[src/rtl/fnd_decoder.sv]
// fnd_decoder: readback monitor for the six-digit multiplexed 7-seg bus.
// Rebuilds the scanned image, filters it for stability, parses it to a value.
// Ports:
//   fnd_clk, rst      : clock, asynchronous active-high reset
//   fnd_s, fnd_d      : one-cold digit select, segments (bit0=a..bit6=g, bit7=dp)
//   value, numeric    : decoded two's complement value and its validity
//   blank, image      : all-blank flag, accepted frame {pos5..pos0}
//   frame_valid, busy : one-cycle update pulse, decode in progress
module fnd_decoder #(
    parameter int STABLE_FRAMES = 2
) (
    input  logic        fnd_clk,
    input  logic        rst,
    input  logic [5:0]  fnd_s,
    input  logic [7:0]  fnd_d,
    output logic [31:0] value,
    output logic        numeric,
    output logic        blank,
    output logic [47:0] image,
    output logic        frame_valid,
    output logic        busy
);

    typedef enum logic [1:0] {
        IDLE,
        DECODE,
        DONE
    } state_t;

    localparam logic [3:0] STABLE = 4'(STABLE_FRAMES);

    logic [5:0][7:0] cap_q, cap_d;
    logic [5:0][7:0] cand_q, cand_d;
    logic [5:0][7:0] work_q, work_d;
    logic [5:0]      seen_q, seen_d;
    logic [3:0]      cnt_q, cnt_d;
    logic            pub_q, pub_d;
    state_t          state_q, state_d;
    logic [2:0]      pos_q, pos_d;
    logic [19:0]     acc_q, acc_d;
    logic            neg_q, neg_d;
    logic            ok_q, ok_d;
    logic            sd_q, sd_d;
    logic [31:0]     value_q, value_d;
    logic            numeric_q, numeric_d;
    logic            blank_q, blank_d;
    logic [47:0]     image_q, image_d;
    logic            fv_q, fv_d;
    logic            busy_q, busy_d;

    logic [5:0]  sel;
    logic        sel_ok;
    logic        frame_done;
    logic        accept;
    logic [7:0]  glyph;
    logic        is_digit;
    logic [3:0]  digit;
    logic [31:0] mag;

    // Exactly one select line low; anything else breaks the frame.
    assign sel        = ~fnd_s;
    assign sel_ok     = (sel != 6'd0) && ((sel & (sel - 6'd1)) == 6'd0);
    assign frame_done = (seen_q == 6'h3F);
    assign mag        = {12'd0, acc_q};

    always_comb begin
        cap_d  = cap_q;
        cand_d = cand_q;
        cnt_d  = cnt_q;
        seen_d = frame_done ? 6'd0 : seen_q;
        if (sel_ok) begin
            for (int k = 0; k < 6; k++) begin
                if (sel[k]) cap_d[k] = fnd_d;
            end
            seen_d = seen_d | sel;
        end else begin
            seen_d = 6'd0;
        end
        if (frame_done) begin
            cand_d = cap_q;
            if (cap_q != cand_q) cnt_d = 4'd1;
            else if (cnt_q < STABLE) cnt_d = cnt_q + 4'd1;
        end
    end

    // Only a frame that differs from what is already published is decoded.
    assign accept = frame_done && (cnt_d == STABLE) && (state_q == IDLE)
                    && (!pub_q || (cap_q != image_q));

    // Glyph classification; dp is ignored.
    always_comb begin
        glyph    = work_q[pos_q];
        is_digit = 1'b1;
        digit    = 4'd0;
        unique case (glyph[6:0])
            7'h3F:   digit = 4'd0;
            7'h06:   digit = 4'd1;
            7'h5B:   digit = 4'd2;
            7'h4F:   digit = 4'd3;
            7'h66:   digit = 4'd4;
            7'h6D:   digit = 4'd5;
            7'h7D:   digit = 4'd6;
            7'h07:   digit = 4'd7;
            7'h7F:   digit = 4'd8;
            7'h67:   digit = 4'd9;
            default: is_digit = 1'b0;
        endcase
    end

    always_comb begin
        state_d   = state_q;
        work_d    = work_q;
        pos_d     = pos_q;
        acc_d     = acc_q;
        neg_d     = neg_q;
        ok_d      = ok_q;
        sd_d      = sd_q;
        value_d   = value_q;
        numeric_d = numeric_q;
        blank_d   = blank_q;
        image_d   = image_q;
        pub_d     = pub_q;
        fv_d      = 1'b0;
        busy_d    = accept || (state_q != IDLE);
        unique case (state_q)
            IDLE: begin
                if (accept) begin
                    work_d  = cap_q;
                    pos_d   = 3'd5;
                    acc_d   = 20'd0;
                    neg_d   = 1'b0;
                    ok_d    = 1'b1;
                    sd_d    = 1'b0;
                    state_d = DECODE;
                end
            end
            DECODE: begin
                if (glyph[6:0] == 7'h40) begin
                    if (pos_q == 3'd5) neg_d = 1'b1;
                    else ok_d = 1'b0;
                end else if (glyph[6:0] == 7'h00) begin
                    // Leading blanks skip; a gap after a digit is not a number.
                    if (sd_q) ok_d = 1'b0;
                end else if (is_digit) begin
                    acc_d = acc_q * 20'd10 + {16'd0, digit};
                    sd_d  = 1'b1;
                end else begin
                    ok_d = 1'b0;
                end
                if (pos_q == 3'd0) state_d = DONE;
                else pos_d = pos_q - 3'd1;
            end
            DONE: begin
                numeric_d = ok_q && sd_q;
                if (!numeric_d) value_d = 32'd0;
                else if (neg_q) value_d = 32'd0 - mag;
                else value_d = mag;
                blank_d = (work_q == 48'd0);
                image_d = work_q;
                pub_d   = 1'b1;
                fv_d    = 1'b1;
                state_d = IDLE;
            end
            default: state_d = IDLE;
        endcase
    end

    always_ff @(posedge fnd_clk or posedge rst) begin
        if (rst) begin
            cap_q     <= '0;
            cand_q    <= '0;
            work_q    <= '0;
            seen_q    <= 6'd0;
            cnt_q     <= 4'd0;
            pub_q     <= 1'b0;
            state_q   <= IDLE;
            pos_q     <= 3'd0;
            acc_q     <= 20'd0;
            neg_q     <= 1'b0;
            ok_q      <= 1'b0;
            sd_q      <= 1'b0;
            value_q   <= 32'd0;
            numeric_q <= 1'b0;
            blank_q   <= 1'b0;
            image_q   <= 48'd0;
            fv_q      <= 1'b0;
            busy_q    <= 1'b0;
        end else begin
            cap_q     <= cap_d;
            cand_q    <= cand_d;
            work_q    <= work_d;
            seen_q    <= seen_d;
            cnt_q     <= cnt_d;
            pub_q     <= pub_d;
            state_q   <= state_d;
            pos_q     <= pos_d;
            acc_q     <= acc_d;
            neg_q     <= neg_d;
            ok_q      <= ok_d;
            sd_q      <= sd_d;
            value_q   <= value_d;
            numeric_q <= numeric_d;
            blank_q   <= blank_d;
            image_q   <= image_d;
            fv_q      <= fv_d;
            busy_q    <= busy_d;
        end
    end

    assign value       = value_q;
    assign numeric     = numeric_q;
    assign blank       = blank_q;
    assign image       = image_q;
    assign frame_valid = fv_q;
    assign busy        = busy_q;

endmodule

[config.mk]
export PLATFORM = sky130hd
export DESIGN_NAME = fnd_decoder
export DESIGN_NICKNAME = d
export VERILOG_FILES = /design/src/rtl/fnd_decoder.sv
export SDC_FILE = /design/constraint.sdc
export NUM_CORES = 1
export LEC_CHECK = 0
export ABC_AREA = 1
export BUFFER_PORTS_ARGS = -buffer_cell sky130_fd_sc_hd__clkbuf_2
export CORE_MARGIN = 8
export CORE_UTILIZATION = 40
export CTS_CLUSTER_SIZE = 20
export DETAILED_ROUTE_END_ITERATION = 7
export GPL_TIMING_DRIVEN = 0
export HOLD_SLACK_MARGIN = 0.08
export PLACE_DENSITY = 0.58
export SLEW_MARGIN = 20
export SYNTH_ARGS = -nofsm -noshare
export SYNTH_HDL_FRONTEND = slang
export SYNTH_SLANG_ARGS = --single-unit
[constraint.sdc]
create_clock -name fnd_clk -period 8.51 [get_ports fnd_clk]
set_input_delay 0.851 -clock fnd_clk [delete_from_list [all_inputs] [get_ports fnd_clk]]
set_output_delay 0.851 -clock fnd_clk [all_outputs]
set_load 0.03 [all_outputs]
* Word-level counts from Yosys, hierarchy flattened
Index checks and enable logic that the tools add are counted.
** Operators by class
- Reduce and logical (&&, ||, !) cells :: 29
- Bitwise logic cells :: 3
- Muxes and demuxes :: 38
- Eq/ne operators :: 29
- $add $sub $neg :: 5
- Magnitude comparators :: 2
- Multiply operators :: 1
** Operator list (count)
- $ne A48 B48 Y1 :: 2
- $mux W20 :: 4
- $mux W32 :: 2
- $eq A7 B7 Y1 const B :: 8
- $logic_not A48 Y1 :: 1
- $pmux W20 S2 :: 1
- $pmux W4 S9 :: 1
- $bmux W8 S3 :: 1
- $sub A1 B20 Y21 const A :: 1
- $add A20 B4 Y20 :: 1
- $mul A20 B3 Y19 const B :: 1
- $ne A2 B2 Y1 const B :: 8
- $reduce_and A2 Y1 :: 8
- $eq A7 B3 Y1 const B :: 2
- $mux W1 :: 14
- $mux W4 :: 3
- $mux W6 :: 2
- $reduce_and A5 Y1 :: 2
- $reduce_or A10 Y1 :: 1
- $ne A4 B4 Y1 const B :: 2
- $eq A7 B6 Y1 const B :: 1
- $logic_not A7 Y1 :: 1
- $mux W7 :: 1
- $and A6 B6 Y6 :: 1
- 28 further kinds :: 38
** Word-level totals
- Register bits :: 267
- Input port bits :: 16

* Depth between registers and ports, before layout
- Depth in word-level cells :: 10
- Gate-level depth with buffers :: 27

* Worst setup path after synthesis
OpenSTA, ideal clock, no wires.
- Path kind :: reg2reg
- Start point :: register pos_q[1]
- End point :: register acc_q[15]
- Data required time :: 8.391 ns
- Data arrival time :: 2.983 ns
- Library setup time :: 0.119 ns
- Path buffers :: 1
- Clock period less this slack :: 3.101 ns
- Path slack :: 5.409 ns
- Stages on the path, launching flop included :: 25
- Cell sequence :: dfrtp_1 -> buf_4 -> inv_4 -> nand2_1 -> nor3_2 -> inv_2 -> nand2_2 -> nand2_2 -> nor2_2 -> nand2_1 -> nand2_1 -> nor2_2 -> inv_1 -> ha_1 -> fa_1 -> nand2_1 -> a21oi_1 -> inv_1 -> nor2_1 -> nand3_1 -> nor2_2 -> nand3_2 -> or2_1 -> xor2_1 -> o21ai_2
** On the way
- Longest elaborated chain between the ends :: 9
- Elaborated cells on any way between the ends :: 26
- Classes of those cells :: add/sub (1); eq/ne (14); mux (8); reduce/logical (3)
** Ends and longest elaborated chain
- start, declared :: RTL line 39 : logic [2:0] pos_q, pos_d;
- start signal, assigned :: RTL line 196 : pos_q <= pos_d;
- $bmux W8 S3 * :: RTL line 92 : glyph = work_q[pos_q];
- $mux W7 (implied by the code) * :: RTL line 92
- $eq A7 B7 Y1 or $eq A7 B3 Y1 (tied branches) :: RTL line 95 : unique case (glyph[6:0])
- $pmux W4 S9 :: RTL line 95
- $add A20 B4 Y20 :: RTL line 145 : acc_d = acc_q * 20'd10 + {16'd0, digit};
- $mux W20 :: RTL line 144 : end else if (is_digit) begin
- $mux W20 :: RTL line 141 : end else if (glyph[6:0] == 7'h00) begin
- $mux W20 :: RTL line 138 : if (glyph[6:0] == 7'h40) begin
- $pmux W20 S2 :: RTL line 125 : unique case (state_q)
- end signal, assigned :: RTL line 178 : acc_q <= 20'd0;
- end signal, assigned :: RTL line 197 : acc_q <= acc_d;
- end, declared :: RTL line 40 : logic [19:0] acc_q, acc_d;
Every way passes the cells marked *; elsewhere a longest branch is shown, timed or not. The select of a mux whose other input is x is not followed.
A chain may end at the register's enable or synchronous reset.

* Worst setup path after layout
- Start point :: register pos_q[0]
- End point :: register acc_q[18]
Same word-level chain as after synthesis.

==> out/summary.txt <==
================================================================================
Status ............................................................    completed
GPL Wtd Cong ......................................................       0.9288
Core area .........................................................   34540 um^2
Critical path class ...............................................   reg -> reg
I/O pin cnt .......................................................          100
Pin count of the biggest net entering global routing ..............          101
Post-synth top cells .............................................. sky130_fd_sc_hd__nand2_1 (596), sky130_fd_sc_hd__dfrtp_1 (256), sky130_fd_sc_hd__o21ai_0 (219), sky130_fd_sc_hd__inv_1 (190), sky130_fd_sc_hd__nor2_1 (117)
Final setup skew ..................................................   0.03093 ns
Fin nets ..........................................................         2013
Mapped Nets .......................................................         1880
Number of antenna violations at the first check in global routing .            0
Number of slew-limit violations in the final report ...............            0
Max-slew headroom .................................................       41.92%
Power density cells ............................................... 188.8 nW/um^2
Max-capacitance violation count ...................................            0
Violation count after the first detailed-route iteration ..........          996
First-pass GRT wire length ........................................     70810 um
Clock Pin Slew Worst Setup and Hold Paths .........................      0.06 ns
Via density per instance ..........................................        5.165
Total number of placement rows ....................................           68
Global routing usage summed across all routing layers .............       21.65%
Clock tree from TritonCTS .........................................         done
Transition time at the pin with the least slew margin .............    0.8713 ns
Crit Path Max Fanout ..............................................           10
Main area contributors after synthesis ............................ sky130_fd_sc_hd__dfrtp_1 (46%), sky130_fd_sc_hd__nand2_1 (16%), sky130_fd_sc_hd__o21ai_0 (7.8%), sky130_fd_sc_hd__inv_1 (5.1%), sky130_fd_sc_hd__xnor2_1 (3.6%)
Crit start category ...............................................         flop
Number of enable-type register cells in the synthesized netlist ...            0
Count of final hold-check violations ..............................            0
Worst hold margin .................................................    0.3271 ns
Master cell of the clock root buffer .............................. sky130_fd_sc_hd__clkbuf_16
Ys Warns ..........................................................            0
Routed len/inst ...................................................     18.56 um
Predominant post-synthesis flop cell .............................. sky130_fd_sc_hd__dfrtp_1
Ys async rst share ................................................       100.0%
Post-DRT Antenna Nets .............................................            0
Hold bufs inserted after CTS ......................................            0
Die area ..........................................................   41250 um^2
Initial Utilization ...............................................       40.54%
Number of diodes ..................................................            0
Synthesized area per cell .........................................   7.682 um^2
Unrepaired setup endpoints after global routing ...................           no
GRT met3 Usage ....................................................       3.730%
Detailed-routing iteration count for the pre-antenna-repair pass ..            7
Routed Wire Length ................................................     45150 um
Sort of element at the end of the critical path ...................         flop
Cells after synthesis .............................................         1823
TritonCTS Buffers .................................................           30
Detailed-placement wirelength estimate ............................     34180 um
Post-placement cell count .........................................         2379
Busiest layer in global routing ...................................         met2
# DRC .............................................................            0
Max rail drop VDD .................................................    0.1515 mV
Final period demand of the worst path .............................     3.761 ns
Count of non-filler cells in the finished layout ..................         2433
Die width .........................................................     203.1 um
Detailed-route via count ..........................................       12.57k
Global routing met2 resource utilization ..........................       34.54%
Timing-limited maximum frequency ..................................   0.2659 GHz
Worst hold path type ..............................................  in -> async
Number of flip-flops and latches in the synthesized netlist .......          256
Via count of the first global-routing pass ........................       12.22k
Final-layout fill cell count ......................................         3522
GRT Residual Overflow .............................................            0
Fraction of final layout cells sized beyond drive strength 1 ......       12.08%
Required @ worst endpoint .........................................      8.96 ns
Area share of the leading cell type in the synthesized netlist ....       45.75%
Share of synthesized area occupied by flip-flops and latches ......       45.75%
Number of failing setup endpoints in the final timing report ......            0
Met1 Resource Use GR ..............................................       30.14%
Cell accounting for the most synthesized area ..................... sky130_fd_sc_hd__dfrtp_1
Post-synthesis instance area ......................................   14000 um^2
Leakage ...........................................................     7.985 nW
Worst-skew pair later-pin latency .................................      0.58 ns
Setup bufs post-CTS ...............................................            0
Yosys cell types ..................................................           44
Clk buf depth .....................................................            3
Data arrival time at the worst-slack endpoint .....................      4.21 ns
Number of sinks on the clock net ..................................          256
Number of H-tree levels ...........................................            1
Cell with the most instances after synthesis ...................... sky130_fd_sc_hd__nand2_1
Total of cells resized after clock tree synthesis .................            0
# port buffers ....................................................           99
Overall die height ................................................     203.1 um
Area growth syn-to-layout .........................................       15.21%
Share of the clock period used by the worst path ..................       44.20%
================================================================================
==> metal layers <==
metal / part of all wire, % / routed length [um] / vias up
met3: 5.8 / 2639 / 75
li1: - / - / 6084
met2: 45 / 20250 / 350
met5: 0 / 0 / -
met1: 47 / 21100 / 6057
met4: 2.6 / 1161 / 0
==> cell type report <==
class / instances / area [um^2] / area share [%]
Clock buffer: 45 / 887.1 / 5.499
Tap cell: 455 / 569.3 / 3.529
Sequential cell: 256 / 6406 / 39.71
Inverter: 198 / 753.2 / 4.669
Buffer: 70 / 362.8 / 2.249
Multi-Input combinational cell: 1299 / 6489 / 40.22
Timing Repair Buffer: 101 / 550.5 / 3.412
Clock inverter: 9 / 115.1 / 0.7135
==> state kept, by name, summed over array words and instances (netlist names) <==
| register | cells |
|---|---|
| numeric | 1 |
| seen_q | 6 |
| cand_q | 48 |
| work_q | 48 |
| blank | 1 |
| ok_q | 1 |
| sd_q | 1 |
| state_q | 2 |
| pos_q | 3 |
| cap_q | 48 |
| frame_valid | 1 |
| busy | 1 |
| neg_q | 1 |
| image | 48 |
| value | 21 |
| acc_q | 20 |
| pub_q | 1 |
| cnt_q | 4 |
==> report_power, final <==
part | switching, mW | internal (mW)
registers | 0.0772 | 1.28
logic | 0.247 | 0.135
clock network | 0.534 | 0.777
total | 0.858 | 2.19
==> layout by cell type, fill, tap and decap left out, types with 5 or more instances in the layout <==
cell type and n:
sky130_fd_sc_hd__buf_2 8, sky130_fd_sc_hd__inv_1 189, sky130_fd_sc_hd__xor2_1 17, sky130_fd_sc_hd__clkbuf_16 30, sky130_fd_sc_hd__clkbuf_8 8, sky130_fd_sc_hd__a21oi_1 34
sky130_fd_sc_hd__xnor2_1 57, sky130_fd_sc_hd__nand2_1 596, sky130_fd_sc_hd__nor3_2 5, sky130_fd_sc_hd__buf_6 5, sky130_fd_sc_hd__inv_2 6, sky130_fd_sc_hd__nand3b_1 6
sky130_fd_sc_hd__nor3_1 16, sky130_fd_sc_hd__o21ai_1 8, sky130_fd_sc_hd__nand3_1 76, sky130_fd_sc_hd__nor4_1 15, sky130_fd_sc_hd__a32o_1 5, sky130_fd_sc_hd__nor2_1 117
sky130_fd_sc_hd__nand2_2 17, sky130_fd_sc_hd__o21ai_2 10, sky130_fd_sc_hd__clkbuf_1 48, sky130_fd_sc_hd__clkbuf_2 99, sky130_fd_sc_hd__o21ai_0 219, sky130_fd_sc_hd__nand4_1 21
sky130_fd_sc_hd__buf_4 14, sky130_fd_sc_hd__or2_2 10, sky130_fd_sc_hd__dfrtp_1 256, sky130_fd_sc_hd__ha_1 39, sky130_fd_sc_hd__nor2_2 6
==> worst max-delay path: stages (launching register included) <==
cell                       delay (ns)
sky130_fd_sc_hd__dfrtp_1         0.47
sky130_fd_sc_hd__inv_2           0.10
sky130_fd_sc_hd__buf_6           0.15
sky130_fd_sc_hd__nand2_1         0.06
sky130_fd_sc_hd__nand3_1         0.09
sky130_fd_sc_hd__nand2_1         0.11
sky130_fd_sc_hd__nand2_1         0.07
sky130_fd_sc_hd__nand2_1         0.11
sky130_fd_sc_hd__inv_1           0.06
sky130_fd_sc_hd__nand2_1         0.06
sky130_fd_sc_hd__nor2_1          0.07
sky130_fd_sc_hd__o21ai_1         0.21
sky130_fd_sc_hd__nand3_1         0.19
sky130_fd_sc_hd__ha_1            0.33
sky130_fd_sc_hd__nand3_1         0.07
sky130_fd_sc_hd__nand3_1         0.10
sky130_fd_sc_hd__nand2_1         0.08
sky130_fd_sc_hd__nor3_1          0.22
sky130_fd_sc_hd__inv_1           0.10
sky130_fd_sc_hd__nor2_1          0.23
sky130_fd_sc_hd__nand2_1         0.16
sky130_fd_sc_hd__nor3_1          0.28
sky130_fd_sc_hd__a21boi_0        0.13
sky130_fd_sc_hd__o21ai_1         0.13
sky130_fd_sc_hd__nand2_1         0.06
==> cells by family after synthesis <==
logic type	count (synthesis)	share of synthesized area (%)
adder cells (fa/ha/maj)	41	3.771
AO/OA/AOI/OAI	290	11.07
buffers and inverters	268	7.916
flip-flops	256	45.75
XOR/XNOR	76	4.861
AND/OR/NAND/NOR	892	26.64
==> per-stage QoR <==
step	TNS, ns	setup slack, ns	util (%)	area (um^2)	total power [mW]
CTS	0	4.797	46.70	16130	3.058
detailed placement	0	4.815	43.80	15130	1.751
floorplan	0	0.6173	-	14000	1.622
global route	0	4.273	46.70	16130	3.171
global placement	-659.34	-2.604	43.62	15070	1.745
finish	0	4.749	46.70	16130	3.046
==> worst paths after layout <==
| kind | start | endpoint | slack (ns) | cells past startpoint |
|---|---|---|---|---|
| hold reg to reg | value[18] | value[18] | 0.48 | 2 |
| max in group asynchronous | rst | seen_q[1] | 7.28 | 3 |
| setup / recovery | pos_q[0] | acc_q[18] | 4.75 | 24 |
| hold / removal | rst | work_q[10] | 0.33 | 2 |
| min in group fnd_clk | value[18] | value[18] | 0.48 | 2 |
| setup reg to reg | pos_q[0] | acc_q[18] | 4.75 | 24 |
No activity file was read; power rests on OpenSTA's default activity.
